File: src/rtl/lcd_reader_pkg.sv
// ============================================================================
// Package  : lcd_reader_pkg
// Brief    : Shared definitions for the HD44780 read/write bus sequencers:
//            bus-cycle state encoding, busy-flag bit position, default
//            timing for the 50 MHz DE2 clock, and a small sizing helper.
// Revision : 1.0
// ============================================================================
`default_nettype none

package lcd_reader_pkg;

  // Bus-cycle state encoding, shared with the write driver
  localparam int unsigned    c_STATE_W = 3;
  localparam logic [2:0]     IDLE      = 3'd0;
  localparam logic [2:0]     SETUP     = 3'd1;
  localparam logic [2:0]     EN_HI     = 3'd2;
  localparam logic [2:0]     HOLD      = 3'd3;
  localparam logic [2:0]     RECOVER   = 3'd4;

  // Busy flag position in the status byte
  localparam int unsigned    LCD_BF_BIT = 7;

  // Default timing at 50 MHz (20 ns per clock)
  localparam int unsigned    c_DEF_SETUP_CYC   = 2;    // tAS >= 40 ns
  localparam int unsigned    c_DEF_EN_HIGH_CYC = 16;   // PWEH >= 230 ns, covers tDDR
  localparam int unsigned    c_DEF_HOLD_CYC    = 2;    // tAH
  localparam int unsigned    c_DEF_RECOVER_CYC = 10;   // full En cycle >= 500 ns
  localparam int unsigned    c_DEF_MAX_POLLS   = 1024;

  // Largest of the four phase lengths; sizes the shared down-counter
  function automatic int unsigned cyc_max(input int unsigned a, input int unsigned b,
                                          input int unsigned c, input int unsigned d);
    int unsigned m;
    m = a;
    if (b > m) m = b;
    if (c > m) m = c;
    if (d > m) m = d;
    return m;
  endfunction

endpackage

`default_nettype wire

File: src/rtl/lcd_reader_bus_timer.sv
// ============================================================================
// Module   : lcd_bus_timer
// Brief    : Loadable down-counter with a zero flag. Times each bus phase;
//            saturates at zero until reloaded.
// Revision : 1.0
// ============================================================================
`default_nettype none

module lcd_bus_timer #(
  parameter int unsigned WIDTH = 5
) (
  input  logic             clk_i,
  input  logic             rst_ni,
  input  logic             load_i,
  input  logic [WIDTH-1:0] value_i,
  output logic             zero_o
);

  logic [WIDTH-1:0] count_q;
  logic [WIDTH-1:0] count_d;

  // Load wins over counting; hold at zero otherwise
  always_comb begin
    count_d = count_q;
    if (load_i) begin
      count_d = value_i;
    end else if (count_q != '0) begin
      count_d = count_q - 1'b1;
    end
  end

  // Counter register
  always_ff @(posedge clk_i or negedge rst_ni) begin
    if (!rst_ni) begin
      count_q <= '0;
    end else begin
      count_q <= count_d;
    end
  end

  assign zero_o = (count_q == '0);

endmodule

`default_nettype wire

File: src/rtl/lcd_reader.sv
// ============================================================================
// Module   : lcd_reader
// Brief    : One HD44780 read cycle (RW=1): status (RS=0) or data (RS=1).
//            Returns the sampled byte with a one-cycle oDone pulse.
//            Optional macro LCD_BUSY_POLL_EN: status reads repeat while the
//            busy flag is set, up to MAX_POLLS reads, then flag oTimeout.
// Revision : 1.0
// ============================================================================
`default_nettype none

module lcd_reader
  import lcd_reader_pkg::*;
#(
  parameter int unsigned SETUP_CYC   = c_DEF_SETUP_CYC,
  parameter int unsigned EN_HIGH_CYC = c_DEF_EN_HIGH_CYC,
  parameter int unsigned HOLD_CYC    = c_DEF_HOLD_CYC,
  parameter int unsigned RECOVER_CYC = c_DEF_RECOVER_CYC,
  parameter int unsigned MAX_POLLS   = c_DEF_MAX_POLLS
) (
  input  logic       iClk,
  input  logic       nRst,
  input  logic       iStart,
  input  logic       iRS,
  output logic       oBusy,
  output logic       oDone,
  output logic [7:0] oData,
  output logic       oTimeout,
  inout  wire  [7:0] LCD_DATA,
  output logic       LCD_RS,
  output logic       LCD_RW,
  output logic       LCD_En
);

  localparam int unsigned c_CNT_W = $clog2(cyc_max(SETUP_CYC, EN_HIGH_CYC,
                                                   HOLD_CYC, RECOVER_CYC) + 1);
  // The counter is loaded with N-1 so a phase lasts exactly N clocks
  localparam logic [c_CNT_W-1:0] c_LD_SETUP   = c_CNT_W'(SETUP_CYC - 1);
  localparam logic [c_CNT_W-1:0] c_LD_EN_HI   = c_CNT_W'(EN_HIGH_CYC - 1);
  localparam logic [c_CNT_W-1:0] c_LD_HOLD    = c_CNT_W'(HOLD_CYC - 1);
  localparam logic [c_CNT_W-1:0] c_LD_RECOVER = c_CNT_W'(RECOVER_CYC - 1);

  logic [c_STATE_W-1:0] state_q;
  logic [c_STATE_W-1:0] state_d;
  logic                 rs_q;
  logic [7:0]           data_q;
  logic                 done_q;

  logic                 w_load;
  logic [c_CNT_W-1:0]   w_load_val;
  logic                 w_zero;
  logic                 w_accept;
  logic                 w_finish;
  logic                 w_poll_again;

  // This block only ever listens on the bus
  assign LCD_DATA = 8'bzzzz_zzzz;

  lcd_bus_timer #(
    .WIDTH (c_CNT_W)
  ) u_timer (
    .clk_i   (iClk),
    .rst_ni  (nRst),
    .load_i  (w_load),
    .value_i (w_load_val),
    .zero_o  (w_zero)
  );

  // State register
  always_ff @(posedge iClk or negedge nRst) begin
    if (!nRst) begin
      state_q <= IDLE;
    end else begin
      state_q <= state_d;
    end
  end

  // Next state; the phase counter is reloaded on every transition
  always_comb begin
    state_d    = state_q;
    w_load     = 1'b0;
    w_load_val = '0;
    w_accept   = 1'b0;
    w_finish   = 1'b0;
    case (state_q)
      IDLE: begin
        if (iStart) begin
          state_d    = SETUP;
          w_load     = 1'b1;
          w_load_val = c_LD_SETUP;
          w_accept   = 1'b1;
        end
      end
      SETUP: begin
        if (w_zero) begin
          state_d    = EN_HI;
          w_load     = 1'b1;
          w_load_val = c_LD_EN_HI;
        end
      end
      EN_HI: begin
        if (w_zero) begin
          state_d    = HOLD;
          w_load     = 1'b1;
          w_load_val = c_LD_HOLD;
        end
      end
      HOLD: begin
        if (w_zero) begin
          state_d    = RECOVER;
          w_load     = 1'b1;
          w_load_val = c_LD_RECOVER;
        end
      end
      RECOVER: begin
        if (w_zero) begin
          w_load = 1'b1;
          if (w_poll_again) begin
            state_d    = SETUP;
            w_load_val = c_LD_SETUP;
          end else begin
            state_d  = IDLE;
            w_finish = 1'b1;
          end
        end
      end
      default: begin
        state_d = IDLE;
        w_load  = 1'b1;
      end
    endcase
  end

  // Bus strobes and busy decode straight from state so reset drops them at once
  always_comb begin
    oBusy  = (state_q != IDLE);
    LCD_En = (state_q == EN_HI);
    LCD_RW = (state_q == SETUP) || (state_q == EN_HI) || (state_q == HOLD);
    LCD_RS = (state_q != IDLE) && rs_q;
  end

  // Latch RS on accept, sample the bus on the last En-high clock, pulse done
  always_ff @(posedge iClk or negedge nRst) begin
    if (!nRst) begin
      rs_q   <= 1'b0;
      data_q <= 8'h00;
      done_q <= 1'b0;
    end else begin
      done_q <= w_finish;
      if (w_accept) begin
        rs_q <= iRS;
      end
      if ((state_q == EN_HI) && w_zero) begin
        data_q <= LCD_DATA;
      end
    end
  end

  assign oDone = done_q;
  assign oData = data_q;

`ifdef LCD_BUSY_POLL_EN
  localparam int unsigned         c_POLL_W    = $clog2(MAX_POLLS + 1);
  localparam logic [c_POLL_W-1:0] c_POLL_LAST = c_POLL_W'(MAX_POLLS - 1);

  logic [c_POLL_W-1:0] poll_q;
  logic [c_POLL_W-1:0] poll_d;
  logic                timeout_q;
  logic                w_bf_set;
  logic                w_poll_limit;

  // poll_q counts reads already repeated; the current read is number poll_q+1
  assign w_bf_set     = !rs_q && data_q[LCD_BF_BIT];
  assign w_poll_again = w_bf_set && (poll_q < c_POLL_LAST);
  assign w_poll_limit = w_bf_set && !(poll_q < c_POLL_LAST);

  // Poll counter: cleared on accept, bumped on each repeat
  always_comb begin
    poll_d = poll_q;
    if (w_accept) begin
      poll_d = '0;
    end else if ((state_q == RECOVER) && w_zero && w_poll_again) begin
      poll_d = poll_q + 1'b1;
    end
  end

  // Poll counter and timeout pulse registers
  always_ff @(posedge iClk or negedge nRst) begin
    if (!nRst) begin
      poll_q    <= '0;
      timeout_q <= 1'b0;
    end else begin
      poll_q    <= poll_d;
      timeout_q <= w_finish && w_poll_limit;
    end
  end

  assign oTimeout = timeout_q;
`else
  assign w_poll_again = 1'b0;
  assign oTimeout     = 1'b0;
`endif

endmodule

`default_nettype wire
File: config.mk
export PLATFORM = sky130hd
export DESIGN_NAME = lcd_reader
export DESIGN_NICKNAME = d
export VERILOG_FILES = /design/src/rtl/lcd_reader_pkg.sv /design/src/rtl/lcd_reader_bus_timer.sv /design/src/rtl/lcd_reader.sv
export SDC_FILE = /design/constraint.sdc
export NUM_CORES = 1
export LEC_CHECK = 0
export ABC_AREA = 1
export CORE_MARGIN = 2
export CORE_UTILIZATION = 43
export CTS_CLUSTER_DIAMETER = 40
export DETAILED_ROUTE_END_ITERATION = 12
export PLACE_DENSITY = 0.77
export SLEW_MARGIN = 20
export SYNTH_ARGS = -nofsm -noshare
export SYNTH_HDL_FRONTEND = slang
export SYNTH_SLANG_ARGS = --single-unit
File: constraint.sdc
create_clock -name iClk -period 1.88 [get_ports iClk]
set_clock_uncertainty 0.2 [all_clocks]
set_input_delay 0.376 -clock iClk [delete_from_list [all_inputs] [get_ports iClk]]
set_output_delay 0.376 -clock iClk [all_outputs]
set_load 0.01 [all_outputs]
## Word-level counts from Yosys, hierarchy flattened

Index checks and enable logic that the tools add are counted.
W data, S select, Z words.

| storage, ports and cells | value |
|---|---|
| register bits | 11 |
| word-level logic and storage cells | 44 |
| input bits | 4 |
| output and inout bits | 22 |

| operators by class | value |
|---|---|
| multiplexer cells | 18 |
| equal/unequal tests | 9 |
| reduce and logical (&&, ||, !) cells | 11 |
| add/sub/neg operators | 1 |

Operator list:

| kind | count |
|---|---|
| $pmux W4 S4 | 1 |
| $mux W3 | 5 |
| $pmux W3 S5 | 1 |
| $mux W5 | 2 |
| $mux W4 | 2 |
| $ne A2 B2 Y1 const B | 4 |
| $eq A3 B2 Y1 const B | 2 |
| $mux W1 | 6 |
| $logic_not A5 Y1 | 1 |
| $reduce_and A5 Y1 | 1 |
| $reduce_bool A5 Y1 | 1 |
| $sub A5 B1 Y5 const B | 1 |
| $reduce_or A4 Y1 | 1 |
| $eq A3 B1 Y1 const B | 1 |
| $eq A3 B3 Y1 const B | 1 |
| $logic_not A3 Y1 | 1 |
| $reduce_bool A3 Y1 | 1 |
| $logic_and A1 B1 Y1 | 2 |
| $logic_or A1 B1 Y1 | 2 |
| $ne A2 B1 Y1 const B | 1 |
| $pmux W1 S2 | 1 |
| $reduce_bool A2 Y1 | 1 |

## Logic depth before layout (Yosys ltp)

Gate-level depths: netlist of the first run.

| logic depth | value |
|---|---|
| word-level depth | 4 |
| gate-level depth with buffers | 8 |
| gate-level depth less buffers | 8 |

## Hierarchy

From an unflattened synthesis of the first run, not the netlist that was laid out.

| second synthesis, totals | value |
|---|---|
| cell total of the unflattened synthesis | 102 |
| area total of the unflattened synthesis | 767.0 µm² |

By module, submodules not included:

| module | area each (µm²) | seq. area each (µm²) | instances | cells an instance |
|---|---|---|---|---|
| lcd_reader | 464.2 | 150.1 | 1 | 63 |
| lcd_bus_timer | 302.8 | 125.1 | 1 | 39 |

## Worst setup path after synthesis of the first run

Ideal clock, no wire load.

| timing | value |
|---|---|
| path type | register to register |
| from | reg u_timer.count_q[0] |
| to | reg u_timer.count_q[1] |
| slack | 0.368 ns |
| arrival | 1.190 ns |
| data required time | 1.557 ns |
| setup time | 0.123 ns |
| clock period less this slack | 1.512 ns |
| cell stages (with the launch flop) | 8 |
| buffers on the path | 0 |
| cells stage by stage | dfrtp_1 > inv_1 > ha_1 > nand3_2 > nor2_4 > inv_1 > nor2_1 > a21oi_1 |

| on the way | value |
|---|---|
| longest elaborated chain between the ends | 4 |
| elaborated cells between the ends (all ways) | 10 |
| those cells by class | add/sub: 1; mux: 6; reduce/logical: 3 |

Ends and longest elaborated chain:

| item | RTL line | text |
|---|---|---|
| start, declared | lcd_reader_bus_timer.sv:19 | `logic [WIDTH-1:0] count_q;` |
| start signal, assigned | lcd_reader_bus_timer.sv:37 | `count_q <= count_d;` |
| branches (longest 4 deep; another with $sub A5 B1 Y5) | - |  |

Parallel ways; which one is timed is not known. The select of a mux whose other input is x is not followed.
A chain may end at the register's enable or synchronous reset.

## Worst setup path in the final report of the first run

| timing | value |
|---|---|
| from | reg, netlist name oData[0] |
| to | out oData[1] |

RTL lines:

| item | RTL line | text |
|---|---|---|
| end, declared | lcd_reader.sv:26 | `output logic [7:0] oData,` |

No word-level cell between the ends.

==> flow_summary_export.csv, run 1 <==
group,metric,value,unit
drt,drtAntennaViolNets,0,
yosys,synthAdderAreaFrac,1.68,%
yosys,synth.area.mux_share,0,%
sta,fin_ws,0.0616,ns
sta,setup_viol,0,
clocking,cts_max_level,1,
cells_and_area,antenna_cells,0,
yosys,syn_area,744,µm²
cells_and_area,instances_no_fill,131,
yosys,yosys.area_share.xor_xnor,2.35,%
global_route,track_usage,15.3,%
die,rows,15,
clocking,root_buffer,"clkbuf_4",
sta,maxSlewViolCount,0,
clocking,cts_inserted_buffers,3,
setup_path,worst-r2r-setup-slack,0.19,ns
setup_path,crit_slowest_cell,"clkdlybuf4s50_1",
setup_path,crit_fanout,9,
setup_path,path_cells,"clkdlybuf4s50_1",
placed_design,gp_congestion,0.808,
clocking,hold_buffers,0,
placed_design,dp.cells,124,
die,die_area,2080,µm²
yosys,ys_warn_count,0,
yosys,netlist.area_leader.share,37.0,%
die,die_w,45.6,µm
setup_path,critPathKind,"reg2out",
die,io_pins,26,
setup_path,worstPathRequired,1.30,ns
die,start_util,44.6,%
clocking,cts_sinks,11,
global_route,antenna_found_initial,0,
yosys,ys_seq_area_share,37.0,%
drt,via_per_inst,4.53,
cells_and_area,drive_above_1_share,18.4,%
drt,vias,593,
yosys,synthSimpleGateAreaFrac,29.1,%
global_route,grt_max_degree,12,
setup_path,endpoint_kind,"output pin",
drt,firstDrtPassIters,2,
sta,worstMarginPinSlew,0.497,ns
setup_path,path_buf_inv,1,
cells_and_area,fin_nets,120,
clocking,clockBufferDepth,2,
global_route,grt_pass1_wl,2220,µm
clocking,cts_tree,"built",
placed_design,post-place-ws,0.0323,ns
power_and_ir_drop,ir_drop,995,µV
placed_design,dp_hpwl,958,µm
cells_and_area,final_core_util,54.4,%
outcome,outcome,"finished clean",
sta,grt_setup_unrepaired,"no",
yosys,yosysTopAreaCell,"dfrtp_1",
yosys,ys_ff_latch,11,
clocking,clkTransAtPathRegs,0.07,ns
sta,fin_crit_sh,96.7,%
power_and_ir_drop,p_leak,0.506,nW
die,core_area,1670,µm²
drt,drc,0,
yosys,synthTopCellsByArea,"dfrtp_1 37%, buf_4 16%, nand2_1 11%",
setup_path,critPathTopFamily,"buffers and inverters",
job,drv_cap,0,
yosys,synth.distinct_cells,18,
sta,timing.final.hold_violations,0,
drt,wl_per_cell,9.53,µm
setup_path,arrival,1.24,ns
yosys,synth_top_family_by_area,"simple AND/OR/NAND/NOR gates",
drt,drt_wl_total,1250,µm
die,die_y,45.6,µm
power_and_ir_drop,powerDensity,1530,nW/µm²
cells_and_area,area_growth,22.0,%
sta,slew_headroom,66.8,%
global_route,grt-ovfl-total,0,
sta,min_period,1.82,ns
worst_hold_path,hp-class,"in2async",
yosys,synth_compound_area_share,5.71,%
yosys,syn_inst,98,
global_route,grt_pass1_vias,518,
setup_path,max_stage_delay,0.55,ns
placed_design,numPortBuffers,16,
yosys,avgSynthCellArea,7.60,µm²
clocking,clock_latency,0.27,ns
setup_path,crit_path_start_kind,"register",
sta,fmax,550,MHz
sta,setup_tns,0,ns
drt,drt_iter0_markers,5,
## cells in the final DEF (no fill, tap or decap), types with 2 or more instances in the layout
cell	n
inv_2	2
nor2_1	11
nand3_1	2
dfrtp_2	2
conb_1	9
inv_1	13
dfrtp_1	9
clkbuf_4	3
o21ai_0	3
nor2_4	3
nand2_1	21
dlymetal6s2s_1	2
clkdlybuf4s50_1	10
a21oi_1	3
nand2_4	3
nand4_1	2
buf_4	4
xor2_1	2
clkdlybuf4s15_1	3
## Yosys cell counts (all sizes together)
master and n:
inv 15, ha 1, a21oi 3, dfrtp 11, buf 16, nand2 25
nand4 2, xor2 2, nand3 3, nor2 14, o21ai 4, o21a 1
conb 1
## sequential cells by signal, indices dropped and copies added (netlist names)
signal,cells
u_timer.count_q,5
state_q,3
oData,1
oDone,1
rs_q,1
## final timing paths
path                               startpoint            endpoint  depth (start not counted)
max                                  oData[0]            oData[1]                          1
min                                      nRst          state_q[2]                          1
max reg2reg                u_timer.count_q[0]  u_timer.count_q[1]                          7
min reg2reg                u_timer.count_q[0]  u_timer.count_q[0]                          2
max in group asynchronous                nRst          state_q[1]                          1
min in group iClk          u_timer.count_q[0]  u_timer.count_q[0]                          2
## per-stage QoR
step	cell area, µm²	total power, mW	hold slack [ns]
5_1_grt	908	1.53	0.291
4_1_cts	895	1.38	0.257
6_report	908	1.39	0.238
3_3_place_gp	843	1.15	0.264
2_1_floorplan	774	0.967	-0.120
3_5_place_dp	843	1.18	0.277
## cell families after synthesis
| family | Yosys count |
|---|---|
| other | 1 |
| AOI/OAI and AO/OA | 8 |
| buffers and inverters | 31 |
| adders and majority gates | 1 |
| xor gates and xnor gates | 2 |
| DFF | 11 |
| and+or+nand+nor | 44 |
## final cells by class
| class | instances | area (µm²) |
|---|---|---|
| fillers | 142 | 762 |
| multi-input cells | 64 | 337 |
| flip-flops and latches | 11 | 278 |
| repair buffers | 20 | 190 |
| inverters | 15 | 56.3 |
| clock buffers | 4 | 26.3 |
| well taps | 17 | 21.3 |
## where the power goes
part           total, mW  switching, mW  internal (mW)  leakage [nW]
Combinational      0.836          0.498          0.338         0.352
Sequential         0.398         0.0737          0.324         0.139
Clock              0.158         0.0761         0.0821        0.0150
## metal layers
layer	GRT usage (%)	up-vias	wire (µm)
met5	0	-	0
met4	5.29	0	15
met3	7.14	2	102
met2	24.8	20	618
met1	17.5	264	512
li1	-	307	-
## what timing repair did
| item | CTS | global route |
|---|---|---|
| setup endpoints to repair | 12 | 6 |
| buffers inserted | 3 | 0 |
| pin swaps | 1 | 2 |
| cloned | 0 | 0 |
| gates resized for setup | 9 | 10 |
No activity file was read; power rests on OpenSTA's default activity.
==> run 2, diff against run 1 <==
ABC_CLOCK_PERIOD_IN_PS = 1880   (was default)
CELL_PAD_IN_SITES_DETAIL_PLACEMENT = 0   (was default)
CELL_PAD_IN_SITES_GLOBAL_PLACEMENT = 1   (was default)
CORE_ASPECT_RATIO = 0.6   (was default)
CORE_UTILIZATION = 30   (was 43)
PLACE_DENSITY = 0.76   (was 0.77)
==> flow_summary_export.csv, run 2 (same netlist as run 1, synthesis figures left out) <==
group,metric,value,unit
global_route,track_usage,12.2,%
die,die_area,2910,µm²
die,core_area,2260,µm²
drt,wl_per_cell,10.1,µm
global_route,met2_usage,15.9,%
global_route,grt-busiest-layer,"met1",
power_and_ir_drop,seqPwrFrac,28.3,%
power_and_ir_drop,p_leak,0.490,nW
setup_path,rr_startpoint,"u_timer.count_q[0]",
die,rows,13,
setup_path,crit_slowest_cell,"clkdlybuf4s50_1",
cells_and_area,largest_register_ffs,5,
global_route,grt_pass1_wl,2530,µm
sta,slew_headroom,65.0,%
cells_and_area,final_common_cell,"nand2_1",
cells_and_area,reg.largest.list,"u_timer.count_q x5, state_q x3",
setup_path,endpoint_kind,"output pin",
drt,via_per_inst,4.16,
power_and_ir_drop,powerDensity,1560,nW/µm²
drt,drc,0,
clocking,cts_tree,"built",
drt,drt_wl_total,1440,µm
drt,firstDrtPassIters,4,
clocking,clock_latency,0.23,ns
clocking,cts_inserted_buffers,3,
power_and_ir_drop,pwr-share-comb,55.7,%
global_route,grtUsageMet1,18.2,%
setup_path,arrival,1.22,ns
sta,worstMarginPinSlew,0.523,ns
die,die_y,42.6,µm
clocking,cts_sinks,11,
power_and_ir_drop,power,1.45,mW
placed_design,dp_hpwl,1150,µm
worst_hold_path,hp-class,"in2async",
placed_design,numPortBuffers,16,
power_and_ir_drop,switching_share,45.4,%
power_and_ir_drop,power_switching,0.660,mW
setup_path,path_buf_inv,1,
sta,setup_viol,0,
setup_path,max_stage_delay,0.56,ns
outcome,outcome,"finished clean",
cells_and_area,area_growth,25.0,%
sta,grt_setup_unrepaired,"no",
global_route,grt-ovfl-total,0,
power_and_ir_drop,clkPwrFrac,15.9,%
drt,vias,595,
setup_path,path_cells,"clkdlybuf4s50_1",
clocking,clkTransAtPathRegs,0.05,ns
die,io_pins,26,
power_and_ir_drop,ir_drop,587,µV
setup_path,crit_path_start_kind,"register",
die,die_w,68.3,µm
sta,maxSlewViolCount,0,
cells_and_area,regArea,278,µm²
placed_design,dp.cells,138,
power_and_ir_drop,internal-power,0.792,mW
setup_path,worstPathRequired,1.30,ns
cells_and_area,layout_common_cells,"21 x nand2_1, 13 x inv_1, 12 x clkdlybuf4s50_1",
global_route,antenna_found_initial,0,
clocking,cts_max_level,1,
cells_and_area,instances_no_fill,143,
placed_design,gp_congestion,0.772,
global_route,grt_max_degree,12,
sta,whs,0.286,ns
global_route,grt_pass1_vias,548,
clocking,root_buffer,"clkbuf_8",
drt,drt_iter0_markers,9,
sta,fin_crit_sh,95.7,%
cells_and_area,fin_nets,119,
cells_and_area,antenna_cells,0,
cells_and_area,n_fill_cell,240,
sta,fmax,556,MHz
setup_path,worst-r2r-setup-slack,0.27,ns
clocking,clockBufferDepth,2,
job,drv_cap,0,
clocking,hold_buffers,0,
setup_path,crit_path_start,"oData[0]",
global_route,grt_use_met3,6.45,%
cells_and_area,drive_above_1_share,18.6,%
sta,timing.final.hold_violations,0,
setup_path,crit_fanout,9,
setup_path,critPathKind,"reg2out",
setup_path,critPathTopFamily,"buffers and inverters",
sta,min_period,1.80,ns
die,start_util,32.9,%
cells_and_area,top_register,"u_timer.count_q",
cells_and_area,multi_input_area,337,µm²
drt,drtAntennaViolNets,0,
-- run 2: cell types whose count changed in the layout (fill, tap and decap cells not counted), sizes merged --
cell / change
clkdlybuf4s15: -3
clkdlybuf4s50: +2
buf: -1
clkbuf: +1
-- run 2: final timing paths --
path	end	cells after the start
hold / removal	rs_q	1
setup / recovery	oData[2]	1
max in group asynchronous	oData[0]	1
setup reg to reg	u_timer.count_q[1]	7
min in group iClk	u_timer.count_q[0]	2
hold reg to reg	u_timer.count_q[0]	2
-- run 2: area by class of cell --
type                       count  area share, %
sequential                    11           29.8
inverter                      15           6.05
timing repair buffer          19           19.1
tap                           30           4.03
multi-input combinational     64           36.2
clock buffer                   4           4.84
-- run 2: stage by stage --
stage                     instance area (µm²)  util, %  TNS [ns]  setup slack [ns]
after CTS                                 911     40.3    -0.419            -0.198
final                                     931     41.2         0            0.0806
after global placement                    867     38.4         0            0.0524
after floorplan                           774        -         0             0.368
after detailed placement                  867     38.4         0            0.0334
after global routing                      931     41.2         0            0.0231
-- run 2: layer usage --
| metal | up-vias | share of wire [%] |
|---|---|---|
| li1 | 303 | - |
| met1 | 273 | 51 |
| met2 | 19 | 41 |
| met3 | 0 | 7.4 |
| met4 | 0 | 0 |
| met5 | - | 0 |
-- run 2: timing repair --
item                       in CTS  in global routing
buffers inserted                0                  1
setup endpoints to repair       7                  4
pin swaps                       0                  0
resized for setup               3                 13
-- run 2: power by group through the flow --
stage	logic (mW)	clock network, mW	registers [mW]
floorplan	0.580	0	0.387
global placement	0.807	0	0.400
detailed placement	0.816	0	0.401
CTS	0.802	0.243	0.399
global route	0.938	0.260	0.427
finish	0.809	0.232	0.411
==> run 3, diff against run 2 <==
CORE_UTILIZATION = 31   (was 30)
PLACE_DENSITY = 0.78   (was 0.76)
SYNTH_HIERARCHICAL = 1   (was default)
==> flow_summary_export.csv, run 3 <==
group,metric,value,unit
clocking,clockBufferDepth,2,
setup_path,max_stage_delay,0.44,ns
power_and_ir_drop,p_leak,0.557,nW
clocking,cts_sinks,11,
global_route,grt_max_degree,12,
sta,setup_tns,0,ns
yosys,synthTopCellsByArea,"dfrtp_1 36%, buf_4 16%, nand2_1 12%",
yosys,ys_ff_latch,11,
global_route,grt-ovfl-total,0,
global_route,antenna_found_initial,0,
drt,drc,0,
setup_path,crit_slowest_cell,"dfrtp_2",
power_and_ir_drop,powerDensity,1680,nW/µm²
clocking,hold_buffers,0,
cells_and_area,area_growth,40.3,%
cells_and_area,largest_register_ffs,5,
yosys,synth_most_common_cell,"nand2_1",
drt,vias,662,
cells_and_area,n_fill_cell,235,
worst_hold_path,hp-class,"in2async",
die,core_area,2240,µm²
sta,maxSlewViolCount,0,
yosys,yosys-top-cells-count,"24 x nand2_1, 16 x buf_4, 11 x dfrtp_1, 11 x inv_1, 8 x nor2_1",
yosys,async_flop_share,100,%
setup_path,worstPathRequired,1.30,ns
cells_and_area,layout_common_cells,"24 x nand2_1, 15 x buf_4, 12 x clkdlybuf4s50_1",
yosys,ys_seq_area_share,35.9,%
clocking,root_buffer,"clkbuf_8",
die,die_w,68.2,µm
drt,firstDrtPassIters,4,
die,rows,13,
yosys,syn_area,767,µm²
setup_path,crit_path_start_kind,"register",
setup_path,path_buf_inv,2,
drt,wl_per_cell,9.79,µm
outcome,outcome,"finished clean",
cells_and_area,top_register,"u_timer/count_q",
cells_and_area,antenna_cells,0,
die,start_util,34.2,%
yosys,synth-main-ff-cell,"dfrtp_1",
drt,drt_iter0_markers,11,
cells_and_area,instances_no_fill,160,
sta,min_period,1.83,ns
clocking,cts_tree,"built",
setup_path,critPathTopFamily,"buffers and inverters",
setup_path,arrival,1.25,ns
setup_path,path_cells,"buf_4, nor2_4, nor2_1, dlygate4sd2_1",
sta,worstMarginPinSlew,0.524,ns
sta,setup_viol,0,
yosys,syn_inst,102,
job,drv_cap,0,
clocking,cts_max_level,1,
power_and_ir_drop,ir_drop,634,µV
placed_design,post-place-ws,0.00501,ns
cells_and_area,drive_above_1_share,30.0,%
yosys,yosysTopAreaCell,"dfrtp_1",
clocking,clkTransAtPathRegs,0.05,ns
sta,fin_ws,0.0525,ns
cells_and_area,fin_nets,136,
yosys,synth-edff-count,0,
placed_design,dp.cells,151,
global_route,grt_pass1_vias,591,
setup_path,critPathKind,"reg2out",
yosys,synth.distinct_cells,22,
yosys,ys_warn_count,6,
die,die_area,2900,µm²
clocking,cts_inserted_buffers,3,
drt,via_per_inst,4.14,
drt,drtAntennaViolNets,0,
placed_design,numPortBuffers,16,
sta,fmax,547,MHz
cells_and_area,final_core_util,47.9,%
cells_and_area,reg.largest.list,"u_timer/count_q x5, state_q x3",
cells_and_area,final_area,1080,µm²
setup_path,crit_fanout,5,
sta,slew_headroom,65.0,%
sta,whs,0.281,ns
placed_design,gp_congestion,0.809,
sta,grt_setup_unrepaired,"yes",
cells_and_area,final_common_cell,"nand2_1",
global_route,track_usage,12.3,%
placed_design,dp_hpwl,1160,µm
sta,fin_crit_sh,97.2,%
yosys,avgSynthCellArea,7.52,µm²
setup_path,endpoint_kind,"output pin",
placed_design,dpl_cell_area,953,µm²
clocking,clock_latency,0.24,ns
die,io_pins,26,
global_route,grt_pass1_wl,2570,µm
yosys,netlist.area_leader.share,35.9,%
die,die_y,42.5,µm
drt,drt_wl_total,1570,µm
sta,timing.final.hold_violations,0,
power_and_ir_drop,power,1.81,mW
## run 3: metal layers
metal  track usage [%]  share of wire (%)  vias up
met4              6.00                2.2        0
met1              15.1                 46      286
met2              18.6                 45       22
met3              4.84                6.6        5
met5                 0                  0        -
li1                  -                  -      349
## run 3: logic make-up after synthesis
family | synth area share (%)
simple gates | 32.5
fa+ha+maj | 1.63
flops | 35.9
other cells | 0.489
compound gates | 4.89
xor+xnor | 1.14
buf+inv | 23.5
## run 3: power breakdown
group          internal [mW]  leakage, nW  switching [mW]  total [mW]
combinational          0.534        0.398           0.607        1.14
sequential             0.335        0.135          0.0943       0.430
clock                  0.149       0.0228          0.0930       0.242
## run 3: path summary, 6_finish.rpt
path	slack (ns)	cells past startpoint	endpoint	startpoint
worst max-delay path	0.05	4	LCD_RW	state_q[0]
worst min-delay path	0.28	1	u_timer/count_q[3]	nRst
worst max register to register	0.13	11	u_timer/count_q[1]	u_timer/count_q[1]
worst min register to register	0.31	2	u_timer/count_q[4]	u_timer/count_q[4]
max in group asynchronous	0.82	1	oData[0]	nRst
min in group iClk	0.31	2	u_timer/count_q[4]	u_timer/count_q[4]
## run 3: timing repair
action / in CTS / in global routing
hold endpoints to repair: 0 / 0
gates resized for setup: 8 / 8
endpoints found under the setup margin: 10 / 8
pin swaps: 1 / 0
setup buffers: 4 / 1
## run 3: area by class of cell
| type | instances | area (µm²) | area share, % |
|---|---|---|---|
| multi-input cells | 68 | 384 | 35.7 |
| well taps | 30 | 37.5 | 3.49 |
| inverters | 16 | 62.6 | 5.81 |
| clock buffers | 4 | 45.0 | 4.19 |
| flip-flops and latches | 11 | 279 | 25.9 |
| repair buffers | 31 | 268 | 24.9 |
